File: config.mk
export PLATFORM = sky130hd
export DESIGN_NAME = mem_arb
export DESIGN_NICKNAME = d
export VERILOG_FILES = /design/src/rtl/mem_arb.sv
export SDC_FILE = /design/constraint.sdc
export NUM_CORES = 1
export LEC_CHECK = 0
export ABC_AREA = 1
export BUFFER_PORTS_ARGS = -buffer_cell sky130_fd_sc_hd__buf_2
export CAP_MARGIN = 10
export CORE_MARGIN = 2
export CORE_UTILIZATION = 42
export DETAILED_ROUTE_END_ITERATION = 8
export PLACE_DENSITY = 0.74
export RECOVER_POWER = 50
export REMOVE_ABC_BUFFERS = 1
export SLEW_MARGIN = 20
export SYNTH_ARGS = -nofsm -noshare
export SYNTH_HDL_FRONTEND = slang
export SYNTH_SLANG_ARGS = --single-unit
File: constraint.sdc
create_clock -name clk -period 1.83 [get_ports clk]
set_input_delay 0.183 -clock clk [delete_from_list [all_inputs] [get_ports clk]]
set_output_delay 0.183 -clock clk [all_outputs]
set_load 0.02 [all_outputs]
File: src/rtl/mem_arb.sv
// mem_arb: shares the byte-wide memory array between instruction fetch (IF)
// and load/store (LS). Each request becomes 1, 2 or 4 byte accesses. The most
// significant byte goes to the lowest address. Read bytes are gathered into a
// 32-bit word, which is returned with a one-cycle done pulse.
//
// Ports:
//   clk, rst                 clock, synchronous active-high reset
//   if_req/if_addr           fetch request (word reads only)
//   if_done/if_rdata         fetch completion pulse and fetched word
//   ls_req/ls_we/ls_size     load/store request, direction, size (00 b, 01 h, 1x w)
//   ls_addr/ls_wdata         load/store byte address and right-justified store data
//   ls_done/ls_rdata         load/store completion pulse and zero-extended load data
//   mem_addr/mem_we/mem_wdata  byte port to the array
//   mem_rdata                array read byte, valid one cycle after mem_addr
//   busy                     high whenever a transfer is in progress
module mem_arb #(
    parameter int AW = 10
) (
    input  logic          clk,
    input  logic          rst,
    input  logic          if_req,
    input  logic [31:0]   if_addr,
    output logic          if_done,
    output logic [31:0]   if_rdata,
    input  logic          ls_req,
    input  logic          ls_we,
    input  logic [1:0]    ls_size,
    input  logic [31:0]   ls_addr,
    input  logic [31:0]   ls_wdata,
    output logic          ls_done,
    output logic [31:0]   ls_rdata,
    output logic [AW-1:0] mem_addr,
    output logic          mem_we,
    output logic [7:0]    mem_wdata,
    input  logic [7:0]    mem_rdata,
    output logic          busy
);

    typedef enum logic [1:0] {IDLE, XFER, LAST, RESP} state_t;

    state_t        state_reg, state_next;
    logic          port_reg;      // granted port: 1 = LS, 0 = IF
    logic          last_reg;      // port served most recently: 1 = LS
    logic [AW-1:0] addr_reg;
    logic          we_reg;
    logic [31:0]   wdata_reg;
    logic [2:0]    n_reg;         // number of byte accesses
    logic [2:0]    cnt_reg;       // byte index within the transfer
    logic [31:0]   asm_reg;       // read data assembly register
    logic          if_done_reg, ls_done_reg;
    logic [31:0]   if_rdata_reg, ls_rdata_reg;

    logic          grant_ls;
    logic [2:0]    req_n;
    logic          load_shift;
    logic [31:0]   asm_shifted;
    logic [1:0]    lane_sel;
    logic [7:0]    wdata_lane [4];
    logic          unused_addr_bits;

    // Only the low AW address bits reach the array.
    assign unused_addr_bits = ^{if_addr[31:AW], ls_addr[31:AW]};

    // On a tie, LS wins unless it was the port served last.
    assign grant_ls = ls_req && !(if_req && last_reg);

    // The first XFER cycle only presents an address; its data arrives a cycle
    // later, so loads shift from the second XFER cycle through LAST.
    assign load_shift  = !we_reg && (((state_reg == XFER) && (cnt_reg != 3'd0))
                                     || (state_reg == LAST));
    assign asm_shifted = {asm_reg[23:0], mem_rdata};

    generate
        for (genvar gi = 0; gi < 4; gi++) begin : g_lane
            assign wdata_lane[gi] = wdata_reg[8*gi +: 8];
        end
    endgenerate

    // Big-endian: access k carries byte (n-1-k) of the store data.
    assign lane_sel = 2'(n_reg - 3'd1 - cnt_reg);

    assign mem_we    = (state_reg == XFER) && we_reg;
    assign mem_addr  = (state_reg == XFER) ? addr_reg + AW'(cnt_reg) : '0;
    assign mem_wdata = mem_we ? wdata_lane[lane_sel] : 8'h00;
    assign busy      = (state_reg != IDLE);
    assign if_done   = if_done_reg;
    assign ls_done   = ls_done_reg;
    assign if_rdata  = if_rdata_reg;
    assign ls_rdata  = ls_rdata_reg;

    always_comb begin
        req_n = 3'd4;
        case (ls_size)
            2'b00:   req_n = 3'd1;
            2'b01:   req_n = 3'd2;
            default: req_n = 3'd4;
        endcase
    end

    always_comb begin
        state_next = state_reg;
        case (state_reg)
            IDLE:    if (if_req || ls_req) state_next = XFER;
            XFER:    if (cnt_reg == n_reg - 3'd1) state_next = LAST;
            LAST:    state_next = RESP;
            RESP:    state_next = IDLE;
            default: state_next = IDLE;
        endcase
    end

    always_ff @(posedge clk) begin
        if (rst) begin
            state_reg    <= IDLE;
            port_reg     <= 1'b0;
            last_reg     <= 1'b0;
            addr_reg     <= '0;
            we_reg       <= 1'b0;
            wdata_reg    <= '0;
            n_reg        <= 3'd0;
            cnt_reg      <= 3'd0;
            asm_reg      <= '0;
            if_done_reg  <= 1'b0;
            ls_done_reg  <= 1'b0;
            if_rdata_reg <= '0;
            ls_rdata_reg <= '0;
        end else begin
            state_reg   <= state_next;
            if_done_reg <= 1'b0;
            ls_done_reg <= 1'b0;
            case (state_reg)
                IDLE: begin
                    if (if_req || ls_req) begin
                        port_reg  <= grant_ls;
                        addr_reg  <= grant_ls ? ls_addr[AW-1:0] : if_addr[AW-1:0];
                        we_reg    <= grant_ls && ls_we;
                        wdata_reg <= grant_ls ? ls_wdata : 32'h0;
                        n_reg     <= grant_ls ? req_n : 3'd4;
                        cnt_reg   <= 3'd0;
                        asm_reg   <= '0;
                    end
                end
                XFER: begin
                    cnt_reg <= cnt_reg + 3'd1;
                    if (load_shift) asm_reg <= asm_shifted;
                end
                LAST: begin
                    // The final byte is folded in here so the result is
                    // already registered during the done cycle.
                    if (load_shift) asm_reg <= asm_shifted;
                    if (port_reg) begin
                        ls_done_reg  <= 1'b1;
                        ls_rdata_reg <= load_shift ? asm_shifted : asm_reg;
                    end else begin
                        if_done_reg  <= 1'b1;
                        if_rdata_reg <= load_shift ? asm_shifted : asm_reg;
                    end
                end
                RESP: begin
                    last_reg <= port_reg;
                end
                default: ;
            endcase
        end
    end

endmodule

[Word level (Yosys, flattened, before mapping)]
Cells that the tools add are included.
Storage, ports and cells
  bits in registers: 151
  bits of input ports: 111
  output and inout port bits: 86
  word-level logic and storage cells: 71
Operators by class
  add/sub/neg operators: 4
  order comparisons: 1
  eq/ne operators: 7
  multiplexer cells: 19
  bitwise gates (word level): 3
  reduce and logical (&&, ||, !) cells: 24
Operators with widths (number)
  32-bit 2-to-1 mux: 3
  32-bit one-hot mux with 2 select lines: 1
  8-bit 2-to-1 mux: 3
  10-bit 2-to-1 mux: 2
  8-bit binary-select mux with 2-bit select: 1
  3-bit one-hot mux with 2 select lines: 2
  2-bit AND reduction: 6
  10-bit by 3-bit adder with 10-bit output: 1
  2-bit one-hot mux with 4 select lines: 1
  1-bit logical AND: 6
  3-bit 2-to-1 mux: 2
  2-bit nonzero test: 3
  2-bit by 1-bit == test with 1-bit output (second input constant): 2
  2-bit == test (second input constant): 2
  2-bit logical NOT: 2
  2-bit 2-to-1 mux: 2
  2-bit OR reduction: 2
  3-bit by 1-bit adder with 3-bit output (second input constant): 1
  3-bit == test: 1
  3-bit >= comparator (second input constant): 1
  2-bit inverter with 3-bit output: 1
  3-bit nonzero test: 1
  3-bit by 1-bit subtractor with 3-bit output (second input constant): 1
  1-bit logical NOT: 2
  other kinds (6): 9

[Depth between registers and ports, before layout]
  depth in word-level cells: 7
  depth in mapped cells: 11
  mapped depth without buffers: 11

[Least setup slack after synthesis]
Ideal clock, no wire load.
  kind: register to output
  start point: register cnt_reg[0]
  end point: output port mem_addr[8]
  arrival: 1.810 ns
  required time: 1.647 ns
  path slack: -0.163 ns
  stages on the path, launching flop included: 11
  path buffers: 0
  cells stage by stage: dfxtp_1 > ha_1 > inv_1 > fa_1 > inv_1 > nand2_1 > a21oi_1 > inv_1 > nor2_1 > a21oi_1 > nor2_1
Between the ends
  longest elaborated chain between the ends: 2
RTL lines
  start: declaration: RTL line 48  | logic [2:0] cnt_reg;
  start signal: assignment: RTL line 143  | cnt_reg <= cnt_reg + 3'd1;
  10-bit by 3-bit adder with 10-bit output: RTL line 83  | assign mem_addr = (state_reg == XFER) ? addr_reg + AW'(cnt_reg) : '0;
  10-bit 2-to-1 mux: RTL line 83
  end: declaration: RTL line 32  | output logic [AW-1:0] mem_addr,
No other way between the ends.

[Final worst setup path]
  start point: register addr_reg[0]
  end point: output port mem_addr[8]
Between the ends
  longest elaborated chain between the ends: 2
RTL lines
  start: declaration: RTL line 44  | logic [AW-1:0] addr_reg;
  start signal: assignment: RTL line 134  | addr_reg <= grant_ls ? ls_addr[AW-1:0] : if_addr[AW-1:0];
  10-bit by 3-bit adder with 10-bit output: RTL line 83
  10-bit 2-to-1 mux: RTL line 83
No other way between the ends.

==> metrics <==
Setup Viol. Count Final 45; crit path from addr_reg[0]$_SDFFE_PP0P_; DP HPWL 11.1 mm; post-synthesis instance total 951; Initial Util 43.1%; RR Startpoint state_reg[1]$_SDFFE_PP0P_; drt first pass iters 5; Reg area 0.00303 mm²; setup ws final -0.457 ns; layout net count 1265; final-layout fill cell count 1443; IO buf count 152; Worst Path Arrival 2.10 ns; antenna cells 0; Worst Reg-to-Reg Cells 9; Crit Path Max Fanout 3; number of global-route vias before repair 6236; post-layout min period 2.29 ns; Starting DRT DRC Count 359; full die area 0.0175 mm²; hold_sp ls_wdata[26]; peak supply drop 0.832 mV; initial antenna violation count 0; root buffer cell clkbuf_16; # clock sinks 151; max-cap violations 0; Vias per Instance 4.99; Post-Syn Area per Cell 7.26 µm²; Worst Skew 0.00861 ns; gr usage total 20.9%; Final Power 14.1 mW; Yosys cell types 29; # DRC 0; Hold Crit Depth 3; outcome complete, but fails checks; area taken by multi-input logic gates 0.00355 mm²; Die Span Y 132 µm; worst-skew pair later-pin latency 0.43 ns; hold slack 0.0154 ns; Core Region 0.0160 mm²; Worst Tran Pin Value 0.572 ns; Worst Hold Class input port to flop; Area Growth Syn to Fin 36.3%; violated checks negative setup slack; unrepaired setup endpoints after global routing true; htree depth 4; routed length per instance 14.1 µm; Critical Path RT 1.65 ns; Final Hold Fails 0; synthesized area 0.00690 mm²; largest net degree at the start of global routing 75; first-pass GRT wire length 30.0 mm; RD Place Congestion 0.842; Rows 46; Clock Tree Buf Depth 2; die width 132 µm; I/O pin count 197; antenna viol nets, final 0; Setup crit start kind flop; CP endpoint kind output pin; Core Util, Final 58.8%; Crit Path Class flop to output pin; Pleak 4.31 nW; cell area power density 1490 mW/mm²; sequential share of the synthesized area 43.8%; routed vias 6830; Slew Limit Fails 0; GRT Residual Overflow 0; layout cells sized above 1 22.3%; CTS buffer count 17; Max Fclk 437 MHz; Clock transition at path regs 0.06 ns; Final Cycle Share 125%; Synth warnings 0; register bit total from synthesis 151; max_slew headroom 61.8%; overall routed net length 19.3 mm; CTS tree done
-- cell usage after synthesis (all sizes together) --
cell type  number  area (µm²)
nor2           21        86.3
a21oi          90         454
a21o           64         480
fa              1        20.0
mux2i           8        80.1
inv           126         473
nand2         241         915
o21ai          85         425
a31oi          10        62.6
nand3b          8        60.1
ha             12         150
a211oi          1        7.51
dfxtp         151        3020
nor3            5        25.0
clkbuf         32         120
buf            24         141
xnor2           1        8.76
a2bb2oi         1        8.76
clkinv          2        7.51
nand3          66         330
xor2            2        25.0
-- path summary, 6_finish.rpt --
kind | end | slack [ns]
max | mem_addr[8] | -0.46
min reg2reg | asm_reg[30]$_SDFFE_PP0P_ | 0.46
max reg2reg | wdata_reg[31]$_SDFFE_PP0P_ | -0.12
min | wdata_reg[26]$_SDFFE_PP0P_ | 0.02
-- cell type report --
class,count,area share [%]
Clock inverter,13,1.33
Clock buffer,18,4.67
Timing Repair inverter,1,0.0798
Multi-Input combinational cell,618,37.7
Tap cell,216,2.87
Timing Repair Buffer,224,15.9
Inverter,128,5.21
Sequential cell,151,32.2
-- stage by stage --
stage | TNS (ns) | cell area, µm² | std cells | setup slack [ns]
5_1_grt | -18.29 | 9410 | 1369 | -0.547
4_1_cts | -5.10 | 9180 | 1358 | -0.485
3_3_place_gp | -0.125 | 7990 | 1292 | -0.0761
3_5_place_dp | -0.230 | 7990 | 1292 | -0.113
6_report | -7.77 | 9410 | 1369 | -0.457
2_1_floorplan | -25.38 | 6640 | 895 | -0.409
-- placed cells by master, fill, tap and decap left out, drive strengths merged, types with 8 or more instances in the layout --
cell         instances
o21ai               85
inv                128
dlygate4sd3         18
a21o                64
a31oi               10
nand3b               8
clkbuf              88
clkinvlp             8
nand3               66
mux2i                8
nand2              243
a21oi               90
nor2                21
buf                136
dfxtp              151
ha                  12
-- timing repair --
| item | 4_1_cts | 5_1_grt |
|---|---|---|
| gates resized for setup | 94 | 54 |
| hold buffers | 18 | 0 |
| setup buffers | 15 | 10 |
| pin swaps | 15 | 15 |
| gates cloned | 2 | 2 |
| endpoints found under the hold margin | 18 | 0 |
| endpoints found under the setup margin | 18 | 108 |
-- where the power goes --
group          switching, mW  leakage, nW  total, mW  internal [mW]
combinational           3.98         2.82       6.25           2.28
sequential             0.433         1.23       4.47           4.04
clock                   1.42        0.261       3.33           1.91
-- critical path, cell delays in order (launching register included) --
cell and delay (ns):
dfxtp_2 0.35, ha_4 0.14, inv_2 0.03, fa_2 0.33
inv_2 0.09, nand2_4 0.06, a21oi_4 0.14, inv_2 0.06
nor2_4 0.12, a21oi_1 0.08, nor2_1 0.13, buf_4 0.16
-- metal layers --
| layer | up-vias | track usage (%) | part of all wire [%] |
|---|---|---|---|
| met4 | 0 | 5.85 | 1.6 |
| li1 | 3442 | - | - |
| met5 | - | 0 | 0 |
| met1 | 3155 | 26.5 | 43 |
| met3 | 28 | 5.31 | 6.1 |
| met2 | 205 | 35.3 | 49 |
-- kinds of logic (layout without fill, tap and decap cells) --
logic type               after synthesis  after routing  share of synthesized area [%]
AO/OA/AOI/OAI                        251            251                           20.8
XOR/XNOR                               3              3                          0.489
buffers and inverters                184            384                           10.7
multiplexers                           8              8                           1.16
AND/OR/NAND/NOR                      341            343                           20.5
adder cells (fa/ha/maj)               13             13                           2.46
flip-flops                           151            151                           43.8
No activity file was read; power rests on OpenSTA's default activity.
